**src/rtl/sknobs_store_pkg.sv**
```systemverilog
// Shared types and default widths for the key/value store: controller state
// encoding and the default key/value widths.
package sknobs_store_pkg;

  typedef enum logic [1:0] {
    IDLE  = 2'd0,
    SCAN  = 2'd1,
    WRITE = 2'd2,
    RESP  = 2'd3
  } state_e;

  localparam int KEY_W_DFLT = 32;
  localparam int VAL_W_DFLT = 64;

endpackage

```
**src/rtl/sknobs_store_mem.sv**
```systemverilog
// Entry storage: DEPTH words of {key, value}, one synchronous write port
// and one combinational read port used by the linear scan.
module sknobs_store_mem #(
  parameter int DEPTH = 16,
  parameter int W     = 96,
  localparam int AW   = $clog2(DEPTH)
) (
  input  logic          clk,
  input  logic          we,
  input  logic [AW-1:0] waddr,
  input  logic [W-1:0]  wdata,
  input  logic [AW-1:0] raddr,
  output logic [W-1:0]  rdata
);

  logic [W-1:0] mem_q [DEPTH];

  always_ff @(posedge clk) begin
    if (we) mem_q[waddr] <= wdata;
  end

  assign rdata = mem_q[raddr];

endmodule

```
**src/rtl/sknobs_store.sv**
```systemverilog
// Key/value store with linear-scan lookup. One request at a time; sets
// insert or overwrite, gets return the stored value or the caller's default.
module sknobs_store
  import sknobs_store_pkg::*;
#(
  parameter int DEPTH = 16,
  parameter int KEY_W = KEY_W_DFLT,
  parameter int VAL_W = VAL_W_DFLT
) (
  input  logic                    clk,
  input  logic                    rst_n,
  input  logic                    set_valid,
  output logic                    set_ready,
  input  logic [KEY_W-1:0]        set_key,
  input  logic [VAL_W-1:0]        set_value,
  output logic                    set_ack,
  output logic                    set_full,
  input  logic                    get_valid,
  output logic                    get_ready,
  input  logic [KEY_W-1:0]        get_key,
  input  logic [VAL_W-1:0]        get_default,
  output logic                    resp_valid,
  input  logic                    resp_ready,
  output logic [VAL_W-1:0]        resp_value,
  output logic                    resp_exists,
  input  logic                    clear,
  output logic [$clog2(DEPTH):0]  count
);

  localparam int AW = $clog2(DEPTH);
  localparam int CW = AW + 1;
  localparam int EW = KEY_W + VAL_W;
  localparam logic [CW-1:0] FULL_CNT = CW'(DEPTH);

  state_e            state_q;
  logic [CW-1:0]     count_q, idx_q;
  logic [KEY_W-1:0]  key_q;
  logic [VAL_W-1:0]  val_q, hit_val_q, resp_value_q;
  logic [AW-1:0]     hit_idx_q;
  logic              is_set_q, hit_q, miss_q;
  logic              set_ack_q, set_full_q, resp_valid_q, resp_exists_q;

  logic [EW-1:0]     rd_data;
  logic [KEY_W-1:0]  rd_key;
  logic [VAL_W-1:0]  rd_val;
  logic              scan_hit_d, scan_miss_d, set_fire, get_fire, mem_we;
  logic [AW-1:0]     mem_waddr;

  assign set_ready = (state_q == IDLE) && !clear;
  assign get_ready = set_ready && !set_valid;
  assign set_fire  = set_valid && set_ready;
  assign get_fire  = get_valid && get_ready;

  assign rd_key      = rd_data[EW-1:VAL_W];
  assign rd_val      = rd_data[VAL_W-1:0];
  // Slots at or beyond count hold stale data and must never match.
  assign scan_hit_d  = (idx_q < count_q) && (rd_key == key_q);
  assign scan_miss_d = (idx_q == count_q);

  assign mem_we    = rst_n && !clear && (state_q == WRITE) && (hit_q || (count_q != FULL_CNT));
  assign mem_waddr = hit_q ? hit_idx_q : count_q[AW-1:0];

  sknobs_store_mem #(.DEPTH(DEPTH), .W(EW)) u_mem (
    .clk   (clk),
    .we    (mem_we),
    .waddr (mem_waddr),
    .wdata ({key_q, val_q}),
    .raddr (idx_q[AW-1:0]),
    .rdata (rd_data)
  );

  // The compare result is registered, so an outcome for index i acts one
  // cycle after it is evaluated (hit i+2, miss count+2 from accept).
  always_ff @(posedge clk) begin
    if (!rst_n) begin
      state_q       <= IDLE;
      count_q       <= '0;
      set_ack_q     <= 1'b0;
      set_full_q    <= 1'b0;
      resp_valid_q  <= 1'b0;
      resp_value_q  <= '0;
      resp_exists_q <= 1'b0;
      hit_q         <= 1'b0;
      miss_q        <= 1'b0;
    end else if (clear) begin
      state_q      <= IDLE;
      count_q      <= '0;
      set_ack_q    <= 1'b0;
      set_full_q   <= 1'b0;
      resp_valid_q <= 1'b0;
      hit_q        <= 1'b0;
      miss_q       <= 1'b0;
    end else begin
      set_ack_q  <= 1'b0;
      set_full_q <= 1'b0;
      case (state_q)
        IDLE: begin
          if (set_fire || get_fire) begin
            key_q    <= set_fire ? set_key : get_key;
            val_q    <= set_fire ? set_value : get_default;
            is_set_q <= set_fire;
            idx_q    <= '0;
            hit_q    <= 1'b0;
            miss_q   <= 1'b0;
            state_q  <= SCAN;
          end
        end
        SCAN: begin
          if (hit_q || miss_q) begin
            if (is_set_q) begin
              state_q    <= WRITE;
              set_ack_q  <= 1'b1;
              set_full_q <= miss_q && (count_q == FULL_CNT);
            end else begin
              state_q       <= RESP;
              resp_valid_q  <= 1'b1;
              resp_value_q  <= hit_q ? hit_val_q : val_q;
              resp_exists_q <= hit_q;
            end
          end else begin
            hit_q     <= scan_hit_d;
            miss_q    <= scan_miss_d;
            hit_idx_q <= idx_q[AW-1:0];
            hit_val_q <= rd_val;
            idx_q     <= idx_q + CW'(1);
          end
        end
        WRITE: begin
          state_q <= IDLE;
          if (!hit_q && (count_q != FULL_CNT)) count_q <= count_q + CW'(1);
        end
        RESP: begin
          if (resp_ready) begin
            resp_valid_q <= 1'b0;
            state_q      <= IDLE;
          end
        end
        default: state_q <= IDLE;
      endcase
    end
  end

  assign set_ack     = set_ack_q;
  assign set_full    = set_full_q;
  assign resp_valid  = resp_valid_q;
  assign resp_value  = resp_value_q;
  assign resp_exists = resp_exists_q;
  assign count       = count_q;

endmodule

```
**config.mk**
```make
export PLATFORM = sky130hd
export DESIGN_NAME = sknobs_store
export DESIGN_NICKNAME = d
export VERILOG_FILES = /design/src/rtl/sknobs_store_pkg.sv /design/src/rtl/sknobs_store_mem.sv /design/src/rtl/sknobs_store.sv
export SDC_FILE = /design/constraint.sdc
export NUM_CORES = 1
export LEC_CHECK = 0
export BUFFER_PORTS_ARGS = -buffer_cell sky130_fd_sc_hd__buf_4
export CAP_MARGIN = 20
export CORE_ASPECT_RATIO = 1.75
export CORE_MARGIN = 2
export CORE_UTILIZATION = 50
export DETAILED_ROUTE_END_ITERATION = 8
export PLACE_DENSITY = 0.67
export SLEW_MARGIN = 15
export SYNTH_ARGS = -nofsm -noshare
export SYNTH_HDL_FRONTEND = slang
export SYNTH_SLANG_ARGS = --single-unit
export TNS_END_PERCENT = 10
```
**constraint.sdc**
```tcl
create_clock -name clk -period 7.1 [get_ports clk]
set_clock_uncertainty 0.15 [all_clocks]
set_input_delay 0.71 -clock clk [delete_from_list [all_inputs] [get_ports clk]]
set_output_delay 0.71 -clock clk [all_outputs]
set_load 0.01 [all_outputs]
```
==> out/results.txt <==
Slew HR: 0.237
Post-route DRC: 0
Layout cells sized above 1: 0.325
Clock latency on the worst-skew pair: 780 ps
Complex-gate fraction of the synthesized area: 0.0180
Crit start category: flip-flop
PD cells: 272 nW/µm²
RSZ-0062 raised after global routing: no
Antenna viol nets, final: 0
Min-Delay Path Class: primary input to flip-flop
DRT Wirelength: 158 mm
Synth Area in Adders: 0.00146
Endpoints failing hold: 0
Setup violators final: 0
Register area share after synthesis: 0.769
Synthesis Warnings: 0
I/O pins: 273
Via Count: 32,500
CTS Hold Bufs: 0
Number of DRC markers in iteration 0: 3,268
Nets: 3,634
DR vias/cell: 6.04
Worst-path cell chain: buf_4 > mux4_2 > mux4_2 > xnor2_1 > nand4_1 > nor3_1 > nand4_1 > o2bb2ai_1
PortBufs: 272
Syn avg cell area: 22.3 µm²
Leakage: 0.0247 µW
Clk sink count: 1,787
GRT Residual Overflow: 0
Fmax: 241 MHz
Worst-Margin Slew: 1140 ps
Leading cell type in the layout, fill and taps excluded: edfxtp_1
WHS: 55.4 ps
Total Die Area: 141,000 µm²
WL/cell: 29.3 µm
Core region area: 137,000 µm²
Post-Route Setup TNS: 0 ps
Initial antenna violation count: 2
Post-synthesis register bit count: 1,787
R2R cell count: 8
Syn Inst Count: 3,085
Final std cells w/o fill: 5,382
CTS buffer count: 158
Number of global-route vias before repair: 33,900
Slowest stage delay, CP: 800 ps
Post-synthesis mux area share: 0.178
Die width: 284 µm
Crit. End Element: flip-flop
Cts repair resizes: 0
Largest family of logic cells by synthesized area: multiplexers
Root Buffer: clkbuf_16
Clock transition at the registers of the reported paths: 70 ps
Routability cong.: 0.840
Status: completed
Final HPWL DP: 84.4 mm
Crit path max-delay cell type: dfxtp_4
Cell Count Post-Placement: 5,086
Post-Syn Nets: 3,291
Max-cap violations: 0
Fraction of registers with async set/reset: 0
R2R Path End: hit_q
Hold EP: state_q[1]
Post-Synth Simple-Gate Area: 0.0150
Final period utilization: 0.585
Die Y: 495 µm
# H-tree levels: 4
Most used DFF post-synth: edfxtp_1
CTS Buffer Depth: 3
Worst VDD drop: 0.237 mV
TritonCTS clock tree: built
WP buf/inv: 1
Pre-Repair DR Iteration Count: 6
Area growth syn-to-layout: 14.4%
CP top delay family: multiplexers
# rows: 180
Slew Limit Fails: 0
Post-Synth XOR/XNOR Area: 0.00548
Largest net degree at the start of global routing: 105
Crit path DAT: 4710 ps
Reg2Reg Setup Slack: 2950 ps
Commonest non-fill, non-tap cells in the layout: edfxtp_1, mux4_2, buf_4
Hold Path Cell Cnt: 4
Starting Density: 0.502
Post-CTS Setup Bufs: 0
EDFF count, synth: 1,706
Yosys cell types: 65
Min-delay src: resp_ready
Worst Path Max Fanout: 37
Total GRT Usage: 0.226
First-pass GRT wire length: 230 mm
Post-layout minimum cycle time: 4150 ps
Critical path data required time: 7650 ps
WS Path Type: flip-flop to flip-flop
Mapped Area: 68,700 µm²
-- final cells by class --
type	count	area (µm²)
multi-input cells	1116	15200
fillers	10100	58300
flip-flops and latches	1787	52900
clock inverters	74	906
clock buffers	219	4490
repair buffers	344	2840
inverters	21	85.1
well taps	1820	2280
diodes	1	2.50
-- sequential cells by signal, indices dropped and copies added, names as in the netlist, named ones only --
register     count
miss_q           1
hit_idx_q        4
resp_value      64
count            5
set_full         1
val_q           64
idx_q            5
hit_val_q       64
resp_valid       1
is_set_q         1
key_q           32
hit_q            1
u_mem.mem_q   1536
set_ack          1
resp_exists      1
state_q          2
-- kinds of logic after synthesis --
group	after synthesis
fa+ha+maj	8
buf+inv	182
compound gates	167
mux	667
simple gates	231
flops	1787
xor+xnor	43
-- worst min-delay path, cell delays in order --
cell     delay, ps
buf_4           90
nand2_1         50
nand2_1         50
nor3_1          40
-- routing by layer --
| layer | wire [µm] | up-vias | share of wire | track usage |
|---|---|---|---|---|
| met4 | 5710 | 0 | 0.036 | 0.0868 |
| li1 | - | 13700 | - | - |
| met1 | 61900 | 17400 | 0.39 | 0.295 |
| met3 | 8910 | 261 | 0.057 | 0.0353 |
| met5 | 0 | - | 0 | 0 |
| met2 | 81100 | 1227 | 0.51 | 0.384 |
-- worst max path at each step --
stage	startpoint	endpoint	slack (ps)	cells past startpoint
CTS	flip-flop	hit_q	2680	8
global route	flip-flop	hit_q	2670	8
finish	flip-flop	hit_q	2950	8
global placement	clear	u_mem.mem_q[4][42]	2580	6
detailed placement	clear	u_mem.mem_q[4][43]	2590	6
floorplan	hit_q	u_mem.mem_q[3][0]	820	7
-- cell usage after synthesis (all sizes together), types with 2 or more instances --
master	count	area [µm²]
nor2b	8	50.1
a211oi	67	503
a21oi	13	65.1
clkbuf	70	263
nor2	113	424
nand2	41	154
o211ai	5	37.5
o2111ai	4	35.0
xor2	17	149
and3	2	12.5
and2	4	25.0
nor3b	2	15.0
a32oi	4	35.0
a32o	2	20.0
o32ai	2	17.5
a2bb2oi	3	26.3
nand3	24	120
o22ai	6	37.5
a22o	4	35.0
nand3b	3	22.5
nor4b	2	17.5
buf	91	544
inv	20	75.1
a22oi	9	67.6
xnor2	26	228
a311oi	2	17.5
a21o	2	15.0
mux2	103	1160
nand2b	4	25.0
a2111oi	2	23.8
o31ai	4	30.0
a31oi	5	31.3
ha	8	100
nor3	13	65.1
nor4	4	25.0
mux4	436	9820
a221oi	7	73.8
dfxtp	81	1620
nand4	8	50.1
o21ai	17	85.1
edfxtp	1706	51200
mux2i	128	1280
-- through the flow --
step / cell area [µm²] / util / power (µW) / worst slack [ps]
finish: 78600 / 0.574 / 21400 / 2950
global route: 78600 / 0.574 / 22000 / 2670
CTS: 78600 / 0.574 / 21500 / 2680
detailed placement: 73200 / 0.535 / 12700 / 2590
global placement: 73100 / 0.534 / 12700 / 2580
floorplan: 68700 / - / 12400 / 816
-- power by group --
| part | switching, µW | total (µW) | internal [µW] |
|---|---|---|---|
| clock network | 3770 | 8910 | 5140 |
| logic | 372 | 784 | 412 |
| registers | 135 | 11700 | 11500 |
| total | 4280 | 21400 | 17100 |
Power figures use the tool's default switching activity.
